===== src/rtl/out_port_rr_ctrl.sv =====
`default_nettype none
// ============================================================================
// Module      : out_port_rr_ctrl
// Description : Round-robin arbiter for one router output port; forwards the
//               winning channel head downstream and waits for the grant.
// Revision    : 1.0 - initial release
// ============================================================================
module out_port_rr_ctrl #(
   parameter int               NUM_IN    = 5,
   parameter int               PACKET_W  = 55,
   parameter int               DATA_W    = 25,
   parameter int               DIR_W     = 3,
   parameter logic [DIR_W-1:0] DIRECTION = '0
) (
   input  logic                       clk,
   input  logic                       reset,
   input  logic [NUM_IN*PACKET_W-1:0] pkt_in,
   input  logic [NUM_IN-1:0]          valid_in,
   output logic [NUM_IN-1:0]          ack_in,
   input  logic                       full_dn,
   input  logic                       gnt_dn,
   output logic                       req_dn,
   output logic [PACKET_W-1:0]        pkt_out,
   output logic                       busy
);

   localparam int IDX_W = (NUM_IN > 1) ? $clog2(NUM_IN) : 1;

   typedef enum logic [0:0] {
      IDLE     = 1'b0,
      WAIT_GNT = 1'b1
   } state_t;

   state_t              r_state;
   state_t              w_nextState;
   logic                w_accept;
   logic [IDX_W-1:0]    r_lastWinner;
   logic [IDX_W-1:0]    r_winner;
   logic [NUM_IN-1:0]   r_ack;
   logic [PACKET_W-1:0] r_pktOut;

   logic [PACKET_W-1:0] w_heads [NUM_IN];
   logic [NUM_IN-1:0]   w_cand;
   logic                w_found;
   logic [IDX_W-1:0]    w_winIdx;
   int                  w_idx;
   logic [PACKET_W-1:0] w_loadPkt;
   logic [NUM_IN-1:0]   w_winOneHot;

   generate
      for (genvar gi = 0; gi < NUM_IN; gi++) begin : g_chan
         assign w_heads[gi] = pkt_in[gi*PACKET_W +: PACKET_W];
         assign w_cand[gi]  = valid_in[gi] &&
                              (pkt_in[gi*PACKET_W + DATA_W +: DIR_W] == DIRECTION);
      end
   endgenerate

   // Search upward from the channel after the last granted winner, wrapping.
   always_comb begin
      w_found  = 1'b0;
      w_winIdx = '0;
      w_idx    = 0;
      for (int k = 1; k <= NUM_IN; k++) begin
         w_idx = int'(r_lastWinner) + k;
         if (w_idx >= NUM_IN) begin
            w_idx = w_idx - NUM_IN;
         end
         if (!w_found && w_cand[IDX_W'(w_idx)]) begin
            w_found  = 1'b1;
            w_winIdx = IDX_W'(w_idx);
         end
      end
   end

   // Downstream sees the packet with its routing field consumed.
   always_comb begin
      w_loadPkt                   = w_heads[w_winIdx];
      w_loadPkt[DATA_W +: DIR_W]  = '0;
      w_winOneHot                 = NUM_IN'(1) << w_winIdx;
   end

   always_comb begin
      w_nextState = r_state;
      w_accept    = 1'b0;
      case (r_state)
         IDLE: begin
            if (w_found && !full_dn) begin
               w_accept    = 1'b1;
               w_nextState = WAIT_GNT;
            end
         end
         WAIT_GNT: begin
            if (gnt_dn) begin
               w_nextState = IDLE;
            end
         end
         default: w_nextState = IDLE;
      endcase
   end

   always_ff @(posedge clk or posedge reset) begin
      if (reset) begin
         r_state      <= IDLE;
         r_ack        <= '0;
         r_pktOut     <= '0;
         r_winner     <= '0;
         r_lastWinner <= IDX_W'(NUM_IN - 1);
      end else begin
         r_state <= w_nextState;
         r_ack   <= w_accept ? w_winOneHot : '0;
         if (w_accept) begin
            r_pktOut <= w_loadPkt;
            r_winner <= w_winIdx;
         end
         // Priority only rotates once the packet has actually been granted.
         if (r_state == WAIT_GNT && gnt_dn) begin
            r_lastWinner <= r_winner;
         end
      end
   end

   assign ack_in  = r_ack;
   assign req_dn  = (r_state == WAIT_GNT);
   assign busy    = (r_state == WAIT_GNT);
   assign pkt_out = r_pktOut;

endmodule
`default_nettype wire


===== config.mk =====
export PLATFORM = sky130hd
export DESIGN_NAME = out_port_rr_ctrl
export DESIGN_NICKNAME = d
export VERILOG_FILES = /design/src/rtl/out_port_rr_ctrl.sv
export SDC_FILE = /design/constraint.sdc
export NUM_CORES = 1
export LEC_CHECK = 0
export CAP_MARGIN = 10
export CORE_AREA = 3 3 132 134
export CTS_CLUSTER_DIAMETER = 60
export CTS_CLUSTER_SIZE = 12
export DETAILED_ROUTE_END_ITERATION = 6
export DIE_AREA = 0 0 135 137
export MAX_ROUTING_LAYER = met4
export PLACE_DENSITY = 0.81
export SETUP_SLACK_MARGIN = 0.02
export SYNTH_ARGS = -nofsm -noshare
export SYNTH_HDL_FRONTEND = slang
export SYNTH_SLANG_ARGS = --single-unit

===== constraint.sdc =====
create_clock -name clk -period 5.56 [get_ports clk]
set_input_delay 1.39 -clock clk [delete_from_list [all_inputs] [get_ports clk]]
set_output_delay 1.39 -clock clk [all_outputs]
set_load 0.03 [all_outputs]

==> out/summary.json, run 1 <==
{
  "critical_path": {
    "critical_path.cell_chain": "clkdlybuf4s50_1, or4b_2, mux2_2, o21ai_0, nor2_1, a21boi_4, buf_12, mux4_2, a221o_1",
    "timing.critical_path.slowest_cell_delay_ns": 0.79,
    "critical_path_buf_inv_count": 2,
    "slowest_stage_cell_cp": "sky130_fd_sc_hd__or4b_2",
    "cp-start-kind": "input port",
    "setup.worst_path.end_class": "flop",
    "cp_max_fo": 31,
    "crit_type": "in2reg",
    "crit_family": "simple AND/OR/NAND/NOR gates",
    "cp_data_arrival_time_ns": 4.95,
    "cp.required_ns": 5.78
  },
  "power_and_ir_drop": {
    "ir_worst_vdd_mv": 0.302,
    "power.density_nw_per_um2": 506,
    "finalPower_w": 0.00454,
    "total_leakage_power_nw": 3.66
  },
  "global_route": {
    "global_route_wire_length_before_repair_mm": 31.5,
    "antenna_found_initial": 0,
    "met3_usage_pct": 6.40,
    "maximum_number_of_pins_on_one_net_before_global_route_repair": 58,
    "globalRouteTotalUtil_pct": 22.9,
    "grtUsageMet2_pct": 37.8,
    "grt_pass1_vias": 5498,
    "grt_use_met1_pct": 27.4,
    "grt_overflow_total": 0,
    "grt.busiest_layer": "met2"
  },
  "sta": {
    "clock_skew_ns": 0.00580,
    "hold-worst-slack_ns": 0.476,
    "max_freq_mhz": 211,
    "post-route-min-period_ns": 4.73,
    "timing.final.max_slew_violations": 0,
    "timing.final.hold_violations": 0,
    "post-route-period-util_pct": 85.1,
    "tns_ns": 0,
    "timing_worst_slew_pin_value_ns": 0.749,
    "setup_viol": 0,
    "rsz0062_at_grt": "no",
    "max_slew_margin_pct": 50.0
  },
  "floorplanning": {
    "boundaryPins": 346,
    "placementRows": 47,
    "fp.dieArea_um2": 18500,
    "die_w_um": 135,
    "start_util_pct": 30.0,
    "die_h_um": 137,
    "placeable_core_region_um2": 16400
  },
  "synth": {
    "synth_async_sr_flop_share_pct": 100,
    "synthesis.instances": 419,
    "seq_total_area_yosys_pct": 32.5,
    "synth.distinct_cells": 56,
    "synth_edf_count": 0,
    "synth_top_area_cell": "sky130_fd_sc_hd__dfrtp_1",
    "synth_area_per_cell_um2": 11.8,
    "postSynthRegisterBits": 64,
    "syn_area_um2": 4930,
    "ys_top_cells_by_area": "sky130_fd_sc_hd__dfrtp_1 32%, sky130_fd_sc_hd__mux4_2 24%, sky130_fd_sc_hd__a221o_1 11%",
    "yosys.area.top_type_share_pct": 32.0,
    "synth_flop_type": "sky130_fd_sc_hd__dfrtp_1",
    "yosys_warnings": 0
  },
  "final_layout": {
    "fin_util_pct": 54.7,
    "n_antenna_cell": 0,
    "area_overhead_vs_synth_pct": 82.1,
    "highest_count_cells_in_the_layout_ignoring_fill_and_taps": "342 x sky130_fd_sc_hd__clkdlybuf4s50_1, 63 x sky130_fd_sc_hd__dfrtp_1, 57 x sky130_fd_sc_hd__and3_1",
    "multi_input_area_um2": 3150,
    "mostFrequentLayoutCell": "sky130_fd_sc_hd__clkdlybuf4s50_1",
    "seqCellArea_um2": 1600,
    "final.fill_count": 1359,
    "share_of_post_route_cells_with_drive_strength_above_1_pct": 14.3,
    "nNetsFinal": 1044
  },
  "placement": {
    "io_buffers": 342,
    "finalWeightedCongestion": 0.848,
    "dpl.hpwl_mm": 17.2
  },
  "route": {
    "firstDrtPassIters": 7,
    "route.final.wire_length_mm": 21.8,
    "final_antenna_net_count": 0,
    "avgViaCountPerCell": 5.45,
    "post_drt_wl_per_cell_um": 22.4,
    "route.vias.total": 5299,
    "initialDrtViolationCount": 314,
    "remaining_drc_errors": 0
  },
  "cts": {
    "cts-root-to-sink-buffers": 2,
    "h_tree_depth_reported_by_cts": 3,
    "number_of_buffers_added_by_the_clock_tree_synthesis_step": 9,
    "holdBufCountCts": 0,
    "library_cell_used_as_clock_root_buffer": "sky130_fd_sc_hd__clkbuf_16",
    "post_cts_resize_count": 0,
    "cts.sink_count": 64,
    "postCtsSetupRepairBufs": 0,
    "worst_setup_hold_path_clk_slew_ns": 0.06,
    "clock_tree_from_tritoncts": "done",
    "clock_latency_ns": 0.33
  },
  "min_path": {
    "hp-class": "reg2reg"
  },
  "outcome": {
    "status": "completed"
  },
  "run": {
    "max_cap_violations": 0
  }
}
==> state kept, by name (all words and copies together), names as in the netlist <==
register and cells:
r_lastWinner 3, busy 1, pkt_out 52, r_winner 3, ack_in 5
==> routing by layer <==
metal	share of wire (%)	up-vias	routed length (um)
li1	-	2376	-
met1	38	2562	8340
met2	51	329	11100
met3	8.7	32	1910
met4	2.2	0	490
met5	0	-	0
==> path summary, 6_finish.rpt <==
path	slack (ns)	to	cells past startpoint	startpoint
worst max-delay path	0.83	pkt_out[45]$_DFFE_PP0P_	9	pkt_in[26]
worst min-delay path	0.48	r_winner[0]$_DFFE_PP0P_	2	r_winner[0]$_DFFE_PP0P_
worst max register to register	0.99	pkt_out[45]$_DFFE_PP0P_	15	r_lastWinner[1]$_DFFE_PP0P_
worst min register to register	0.48	r_winner[0]$_DFFE_PP0P_	2	r_winner[0]$_DFFE_PP0P_
max in group asynchronous	3.08	r_lastWinner[2]$_DFFE_PP1P_	3	reset
min in group asynchronous	1.50	ack_in[0]$_DFF_PP0_	2	reset
==> final cells by class <==
cell class | instances | area share, %
flip-flops and latches | 64 | 17.9
clock buffers | 12 | 2.86
clock inverters | 3 | 0.195
repair buffers | 360 | 40.6
multi-input cells | 305 | 35.0
inverters | 9 | 0.376
well taps | 220 | 3.07
==> synthesized netlist by cell type (all sizes together), types with 2 or more instances <==
cell	count
or4b	5
a21oi	8
a311oi	2
nor3	11
mux2	4
and3	57
clkbuf	25
a211oi	2
xnor2	3
xor2	2
o21ai	11
buf	18
nor4	2
a31oi	2
a21boi	3
nor4b	3
nand3	4
nand2b	5
a31o	2
inv	9
or3	3
nor2	14
nor2b	3
mux4	53
nor3b	2
mux2i	10
dfrtp	63
nand2	14
and2	2
ha	10
a221o	52
==> logic make-up (layout without fill, tap and decap cells) <==
group,Yosys count,in the layout,synth area share [%]
buf+inv,52,384,5.08
compound gates,92,92,16.1
other cells,1,3,0.0761
simple gates,127,127,15.2
fa+ha+maj,11,11,2.94
mux,67,67,27.2
xor+xnor,5,5,0.888
flops,64,64,32.5
==> per-stage QoR <==
stage | area [um^2] | instances | worst slack (ns)
after global placement | 8700 | 958 | 0.562
after detailed placement | 8700 | 958 | 0.480
after CTS | 8980 | 973 | 0.850
after global routing | 8980 | 973 | 0.654
final | 8980 | 973 | 0.828
after floorplan | 4940 | 421 | 1.09
==> power breakdown <==
group	internal [W]	switching [W]
Combinational	0.00159	0.00159
Clock	0.000322	0.000211
Sequential	0.000680	0.000148
Total	0.00259	0.00195
==> tightest hold or removal path: stages, from the launching register on <==
cell and delay [ns]:
sky130_fd_sc_hd__dfrtp_1 0.34, sky130_fd_sc_hd__nand2_1 0.04, sky130_fd_sc_hd__o21ai_0 0.06
(Power assumes the default switching activity.)
==> run 2: changes to the inputs <==
--- a/config.mk
+++ b/config.mk
@@ -13,7 +13,6 @@
 export DIE_AREA = 0 0 135 137
 export MAX_ROUTING_LAYER = met4
 export PLACE_DENSITY = 0.81
-export SETUP_SLACK_MARGIN = 0.02
 export SYNTH_ARGS = -nofsm -noshare
 export SYNTH_HDL_FRONTEND = slang
 export SYNTH_SLANG_ARGS = --single-unit
==> results of run 2 <==
Same layout as run 1: the final DEF is identical, and so are final timing and power.
